### src/rtl/dmem_ctrl_pkg.sv
// Shared types for the data-memory controller: access sizes, FSM states and
// the lane-count helper used to size byte-lane logic from the data width.
package mem_pkg;

  typedef enum logic [1:0] {
    SZ_B = 2'd0,
    SZ_H = 2'd1,
    SZ_W = 2'd2,
    SZ_D = 2'd3
  } size_e;

  typedef enum logic [1:0] {
    S_IDLE = 2'd0,
    S_LOAD = 2'd1,
    S_RMW  = 2'd2
  } state_e;

  function automatic int lane_count(input int dw);
    return dw / 8;
  endfunction

endpackage

### src/rtl/dmem_ctrl_if.sv
// CPU-side request/response bundle of the data-memory controller.
// Handshake: a request transfers on a rising edge where req_valid && req_ready;
// rsp_valid is a single-cycle pulse with no back-pressure, rsp_err/rsp_rdata valid with it.
interface dmem_ctrl_if
  import mem_pkg::*;
#(
  parameter int DW = 32,
  parameter int AW = 32
);

  logic          req_valid;
  logic          req_ready;
  logic          req_we;
  size_e         req_size;
  logic          req_signed;
  logic [AW-1:0] req_addr;
  logic [DW-1:0] req_wdata;
  logic          rsp_valid;
  logic [DW-1:0] rsp_rdata;
  logic          rsp_err;

  modport master (
    output req_valid, req_we, req_size, req_signed, req_addr, req_wdata,
    input  req_ready, rsp_valid, rsp_rdata, rsp_err
  );

  modport slave (
    input  req_valid, req_we, req_size, req_signed, req_addr, req_wdata,
    output req_ready, rsp_valid, rsp_rdata, rsp_err
  );

endinterface

### src/rtl/dmem_ctrl_lane_fmt.sv
// Byte-lane formatter: extracts and extends load data from a RAM word, and
// merges sub-word store data into a RAM word (little-endian lanes).
module mem_lane_fmt
  import mem_pkg::*;
#(
  parameter int DW = 32,
  parameter int LB = $clog2(DW / 8)
) (
  input  logic [DW-1:0] word_i,
  input  logic [LB-1:0] lane_i,
  input  size_e         size_i,
  input  logic          signed_i,
  input  logic [DW-1:0] wdata_i,
  output logic [DW-1:0] load_o,
  output logic [DW-1:0] merge_o
);

  localparam int NB = lane_count(DW);

  int            nbytes;
  logic [DW-1:0] shifted;
  logic          sign_bit;

  always_comb begin
    nbytes = 1 << int'(size_i);
    if (nbytes > NB) nbytes = NB;
    shifted  = word_i >> {lane_i, 3'b000};
    sign_bit = signed_i & shifted[8*nbytes-1];

    load_o = '0;
    for (int i = 0; i < NB; i++) begin
      if (i < nbytes) load_o[8*i +: 8] = shifted[8*i +: 8];
      else            load_o[8*i +: 8] = {8{sign_bit}};
    end

    // Lanes outside [lane, lane+nbytes) keep the value read from RAM.
    merge_o = word_i;
    for (int i = 0; i < NB; i++) begin
      if (i >= int'(lane_i) && i < int'(lane_i) + nbytes)
        merge_o[8*i +: 8] = wdata_i[8*(i - int'(lane_i)) +: 8];
    end
  end

endmodule

### src/rtl/dmem_ctrl.sv
// Data-memory controller between the CPU memory stage and a single-port
// synchronous RAM: sized/extended loads, read-modify-write sub-word stores, range/alignment errors.
module dmem_ctrl
  import mem_pkg::*;
#(
  parameter int            DW        = 32,
  parameter int            DEPTH     = 1024,
  parameter int            AW        = 32,
  parameter logic [AW-1:0] BASE_ADDR = '0
) (
  input  logic                     clk,
  input  logic                     reset,
  dmem_ctrl_if.slave               bus,
  output logic [$clog2(DEPTH)-1:0] ram_addr,
  output logic                     ram_wren,
  output logic [DW-1:0]            ram_data,
  input  logic [DW-1:0]            ram_q,
  output state_e                   dbg_state_o
);

  localparam int            NB   = lane_count(DW);
  localparam int            LB   = $clog2(NB);
  localparam int            IW   = $clog2(DEPTH);
  localparam logic [AW:0]   SPAN = (AW+1)'(DEPTH * NB);

  state_e        state_q;
  logic [IW-1:0] idx_q;
  logic [LB-1:0] lane_q;
  size_e         size_q;
  logic          signed_q;
  logic [DW-1:0] wdata_q;
  logic          rsp_q;
  logic          err_q;

  logic          accept;
  logic          req_err;
  logic          req_full;
  logic [AW:0]   req_off;
  logic [AW-1:0] align_mask;
  logic [IW-1:0] req_idx;
  logic [DW-1:0] load_data;
  logic [DW-1:0] merge_data;

  assign bus.req_ready = (state_q == S_IDLE) && !reset;
  assign accept        = bus.req_valid && bus.req_ready;

  // An address below BASE_ADDR borrows into bit AW, so the single >= SPAN
  // test also rejects it; the top byte is valid and one past never wraps.
  assign req_off    = {1'b0, bus.req_addr} - {1'b0, BASE_ADDR};
  assign align_mask = (AW'(1) << bus.req_size) - AW'(1);
  assign req_err    = (int'(bus.req_size) > LB) ||
                      ((bus.req_addr & align_mask) != '0) ||
                      (req_off >= SPAN);
  assign req_full   = (int'(bus.req_size) == LB);
  assign req_idx    = req_off[LB +: IW];

  mem_lane_fmt #(.DW(DW), .LB(LB)) u_fmt (
    .word_i   (ram_q),
    .lane_i   (lane_q),
    .size_i   (size_q),
    .signed_i (signed_q),
    .wdata_i  (wdata_q),
    .load_o   (load_data),
    .merge_o  (merge_data)
  );

  always_ff @(posedge clk or posedge reset) begin
    if (reset) begin
      state_q  <= S_IDLE;
      idx_q    <= '0;
      lane_q   <= '0;
      size_q   <= SZ_B;
      signed_q <= 1'b0;
      wdata_q  <= '0;
      rsp_q    <= 1'b0;
      err_q    <= 1'b0;
    end else begin
      rsp_q <= 1'b0;
      err_q <= 1'b0;
      case (state_q)
        S_IDLE: begin
          if (accept) begin
            if (req_err) begin
              rsp_q <= 1'b1;
              err_q <= 1'b1;
            end else if (bus.req_we && req_full) begin
              rsp_q <= 1'b1;
            end else begin
              idx_q    <= req_idx;
              lane_q   <= bus.req_addr[LB-1:0];
              size_q   <= bus.req_size;
              signed_q <= bus.req_signed;
              wdata_q  <= bus.req_wdata;
              state_q  <= bus.req_we ? S_RMW : S_LOAD;
            end
          end
        end
        S_LOAD: state_q <= S_IDLE;
        S_RMW: begin
          rsp_q   <= 1'b1;
          state_q <= S_IDLE;
        end
        default: state_q <= S_IDLE;
      endcase
    end
  end

  // Load data and the RMW write go out combinationally from the registered
  // state so each completes one cycle after the RAM read was issued.
  always_comb begin
    ram_addr      = '0;
    ram_wren      = 1'b0;
    ram_data      = '0;
    bus.rsp_valid = rsp_q;
    bus.rsp_err   = err_q;
    bus.rsp_rdata = '0;
    case (state_q)
      S_IDLE: begin
        if (accept && !req_err) begin
          ram_addr = req_idx;
          if (bus.req_we && req_full) begin
            ram_wren = !reset;
            ram_data = bus.req_wdata;
          end
        end
      end
      S_LOAD: begin
        ram_addr      = idx_q;
        bus.rsp_valid = 1'b1;
        bus.rsp_rdata = load_data;
      end
      S_RMW: begin
        ram_addr = idx_q;
        ram_wren = !reset;
        ram_data = merge_data;
      end
      default: ;
    endcase
  end

  assign dbg_state_o = state_q;

endmodule

### src/flat_wrapper.sv
// flat-port wrapper written by rule: the top's interface ports become plain ports
module dmem_ctrl_flat import mem_pkg::*;
#(
  parameter int            DW        = 32,
  parameter int            DEPTH     = 1024,
  parameter int            AW        = 32,
  parameter logic [AW-1:0] BASE_ADDR = '0
)
  (clk, reset, ram_addr, ram_wren, ram_data, ram_q, dbg_state_o, bus_req_valid, bus_req_we, bus_req_size, bus_req_signed, bus_req_addr, bus_req_wdata, bus_req_ready, bus_rsp_valid, bus_rsp_rdata, bus_rsp_err);
  dmem_ctrl_if #(.DW(DW), .AW(AW)) bus_i ();
  input  logic clk;
  input  logic reset;
  output logic [$clog2(DEPTH)-1:0] ram_addr;
  output logic ram_wren;
  output logic [DW-1:0] ram_data;
  input  logic [DW-1:0] ram_q;
  output state_e dbg_state_o;
  input wire logic [$bits(bus_i.req_valid)-1:0] bus_req_valid;
  input wire logic [$bits(bus_i.req_we)-1:0] bus_req_we;
  input wire logic [$bits(bus_i.req_size)-1:0] bus_req_size;
  input wire logic [$bits(bus_i.req_signed)-1:0] bus_req_signed;
  input wire logic [$bits(bus_i.req_addr)-1:0] bus_req_addr;
  input wire logic [$bits(bus_i.req_wdata)-1:0] bus_req_wdata;
  output wire logic [$bits(bus_i.req_ready)-1:0] bus_req_ready;
  output wire logic [$bits(bus_i.rsp_valid)-1:0] bus_rsp_valid;
  output wire logic [$bits(bus_i.rsp_rdata)-1:0] bus_rsp_rdata;
  output wire logic [$bits(bus_i.rsp_err)-1:0] bus_rsp_err;
  assign bus_i.req_valid = bus_req_valid;
  assign bus_i.req_we = bus_req_we;
  assign bus_i.req_size = bus_req_size;
  assign bus_i.req_signed = bus_req_signed;
  assign bus_i.req_addr = bus_req_addr;
  assign bus_i.req_wdata = bus_req_wdata;
  assign bus_req_ready = bus_i.req_ready;
  assign bus_rsp_valid = bus_i.rsp_valid;
  assign bus_rsp_rdata = bus_i.rsp_rdata;
  assign bus_rsp_err = bus_i.rsp_err;
  dmem_ctrl #(.DW(DW), .DEPTH(DEPTH), .AW(AW), .BASE_ADDR(BASE_ADDR)) u_core (.clk(clk), .reset(reset), .bus(bus_i), .ram_addr(ram_addr), .ram_wren(ram_wren), .ram_data(ram_data), .ram_q(ram_q), .dbg_state_o(dbg_state_o));
endmodule
### config.mk
export PLATFORM = sky130hd
export DESIGN_NAME = dmem_ctrl_flat
export DESIGN_NICKNAME = d
export VERILOG_FILES = /design/src/rtl/dmem_ctrl_pkg.sv /design/src/rtl/dmem_ctrl_if.sv /design/src/rtl/dmem_ctrl_lane_fmt.sv /design/src/rtl/dmem_ctrl.sv /design/src/flat_wrapper.sv
export SDC_FILE = /design/constraint.sdc
export NUM_CORES = 1
export LEC_CHECK = 0
export ABC_AREA = 1
export CORE_AREA = 2 2 123 89
export CTS_CLUSTER_DIAMETER = 80
export CTS_CLUSTER_SIZE = 24
export DETAILED_ROUTE_END_ITERATION = 10
export DIE_AREA = 0 0 125 91
export PLACE_DENSITY_LB_ADDON = 0.05
export SYNTH_ARGS = -nofsm -noshare
export SYNTH_HDL_FRONTEND = slang
export SYNTH_HIERARCHICAL = 1
export SYNTH_SLANG_ARGS = --single-unit
export TNS_END_PERCENT = 50
### constraint.sdc
create_clock -name clk -period 5.65 [get_ports clk]
set_input_delay 1.695 -clock clk [delete_from_list [all_inputs] [get_ports clk]]
set_output_delay 1.695 -clock clk [all_outputs]
set_load 0.03 [all_outputs]
==> impl_results.md <==
- Status: finished, final reports clean
- Residual overflow from global routing: 0
- Cells traversed along the worst timing path: clkdlybuf4s50_1 -> nand2_1 -> nand3_1 -> nand3_1 -> nand3_2 -> nand2_2 -> nand2_1 -> nand2_1 -> inv_1 -> clkdlybuf4s50_1
- Flip-flop and latch count after synthesis: 51
- Per-cell via count in the routed design: 5.41
- Count of input and output buffers: 182
- Period utilisation layout: 0.976
- Hold-fix buffers at CTS: 0
- R2r startpoint: u_core/dbg_state_o[0]$_DFFE_PP0P_
- Die Outline Area: 0.0114 mm²
- Cell family with the largest share of critical-path delay: buffers and inverters
- Setup Crit Path Kind: in2out
- Number of unique standard cell types used by synthesis: 32
- Number of cells produced by synthesis: between 800 and 900
- Synthesized area per cell: 5.87 µm²
- Via count: 6081
- Clock Sink Count: 51
- Top-area cell type share of the netlist area: 0.259
- Synthesis-to-layout area growth: 40.2%
- Final cell area excluding filler cells: 0.00691 mm²
- I/O pin count: between 150 and 200
- Worst slack on hold paths: around 490 ps
- # nets final: 1105
- Count of antenna-violating nets left after detailed routing: 0
- Reg2reg setup slack: a little under 3000 ps
- First-pass GRT wire length: 27800 µm
- Max Fclk: 0.181 GHz
- Total of warnings raised by yosys: 6
- Mean routed wirelength per cell: 15.3 µm
- Pin count of the biggest net entering global routing: 85
- Overall Global Routing Usage: 0.300
- Seq/Total Area, Yosys: 0.259
- Worst-path cell with the longest stage delay: clkdlybuf4s50_1
- Max Buffers Root-to-Sink: 2
- Hold Path Depth: 2
- Data arrival time of the worst path: 3820 ps
- Setup Total Neg Slack: 0 ps
- Half-perimeter wire length of the detailed placement result: 13200 µm
- Critical Path Start Type: input port
- Clock tree from TritonCTS: built
- Vias in the first global route: 5432
- Post-CTS setup-driven buffer insertion count: 0
- Last weighted congestion value of the routability-driven placer: between 0.8 and 0.9
- Nature of the critical path endpoint: output port
- Detailed Route WL: 17300 µm
- Setup repair after global routing missed its margin: false
- Power Density: 122 mW/mm²
- Starting density of the core: 0.485
- DRC violation count after routing: 0
- Leakage power of the design: 3.70 nW
- H-Tree Depth: 2
- Detailed-router iteration count before antenna repair: 6
- Sequential cell area: ~0.0013 mm²
- Filler cells: 976
- Cell area after placement: between 0.006 and 0.007 mm²
- Share of cells above drive strength 1: 0.0957
- Die Height: 91 µm
- Crit path buffers/inverters: 3
- Skew final: 14.5 ps
- Worst slew pin tran: 1140 ps
- Max-cap violation count: 0
- Starting DRC count in detailed routing: between 600 and 700
- Final setup violation count: 0
- Highest fanout seen on the critical path: 16
- Core area: between 0.01 and 0.015 mm²
- Worst-path clk slew: approximately 80 ps
- Cell taking the most area after synthesis: dfrtp_1
- Most used cells in the layout excluding fill and tap cells: nand2_1, clkdlybuf4s50_1, inv_1
- Worst setup margin: 135 ps
- Worst-case reg-to-reg path depth: 11
- Final Total Pwr: 0.841 mW
- Worst path required time: 3950 ps
- Post-synthesis cell area: a little under 0.005 mm²
- Clock latency at the later pin of the worst-skew pair: 310 ps
- Antenna Cells: 0
- Multi-input gate area: 0.00291 mm²
- Pre-CTS worst setup slack: approximately 120 ps
- Number of buffers created by CTS: 5
- Final-report max-slew violation count: 0
- Source of the worst hold timing path: u_core/signed_q$_DFFE_PP0P_
- Worst hold path endpoint: u_core/signed_q$_DFFE_PP0P_
- Worst r2r dst: u_core/wdata_q[24]$_DFFE_PP0P_
- Post-CTS Resized: 0
- Most common library cell in the layout ignoring fill and taps: nand2_1
- Most area-consuming cells after synthesis: dfrtp_1, nand2_1, o21ai_0
- Worst IR drop on VDD: 0.111 mV
- Clock period minus final worst setup slack: 5510 ps
- Rel. slew slack: 0.241
- Die W: about 130 µm
- Cell at the root of the clock tree: clkbuf_16
- Maximum single-stage delay on the critical path: 670 ps
- Cell seen most often among critical-path stages: nand2_1
- Count of standard-cell rows: 31
- Synth Net Count: 952
- Count of final hold-check violations: 0
- Hold crit path type: reg2reg
- Initial antenna violation count: 0
==> area by class of cell <==
cell class,instances,area share
clock inverters,3,0.00489
flip-flops and latches,51,0.185
repair buffers,195,0.278
clock buffers,5,0.0181
well taps,132,0.0239
inverters,126,0.0685
multi-input cells,613,0.422
==> report_power, final <==
part           internal, mW  switching, mW
combinational        0.0797         0.0672
sequential            0.365       0.000151
clock                 0.172          0.157
total                 0.617          0.224
==> metal layers <==
layer  up-vias  global-route usage  share of wire
met5         -                   0              0
met4         0              0.0556          0.012
met3        21              0.0530           0.11
met2       349               0.429           0.41
met1      2748               0.471           0.47
li1       2963                   -              -
==> tightest hold or removal path, stage by stage (launching register included) <==
cell and delay (ps):
dfrtp_1 350, nand2_1 50, nand2_1 50
==> stage by stage <==
step	util	std cells
final	0.680	1125
after global routing	0.680	1125
after CTS	0.676	1125
after detailed placement	0.661	1117
after global placement	0.661	1117
after floorplan	-	839
==> flip-flops by register name, summed over array words and instances (netlist names) <==
register,cells
u_core/wdata_q,32
u_core/signed_q,1
u_core/bus.rsp_err,1
u_core/size_q,2
u_core/dbg_state_o,2
u_core/rsp_q,1
u_core/lane_q,2
u_core/idx_q,10
==> worst max path at each step <==
| stage | startpoint | end | slack, ps | cells past startpoint |
|---|---|---|---|---|
| global placement | ram_q[23] | bus_rsp_rdata[20] | 160 | 10 |
| global route | ram_q[23] | bus_rsp_rdata[15] | 2 | 10 |
| detailed placement | ram_q[23] | bus_rsp_rdata[20] | 120 | 10 |
| CTS | ram_q[23] | bus_rsp_rdata[20] | 120 | 10 |
| floorplan | bus_req_size[0] | ram_data[11] | 480 | 10 |
| finish | ram_q[23] | bus_rsp_rdata[27] | 140 | 10 |
==> cells by family after synthesis <==
family          synth area share
fa+ha+maj                 0.0254
flops                      0.259
buf+inv                    0.152
compound gates             0.225
simple gates               0.339
==> synth_stat cells (all sizes together) <==
cell type    n
and2         1
nand4       12
inv        126
or2          1
o21ai      144
a21oi       30
nand3       31
o21a         2
ha          10
nand2      295
o211ai      19
clkbuf      21
buf         28
nor2        61
nor3         1
dfrtp       51
o221ai       6
No activity file was read; power rests on OpenSTA's default activity.
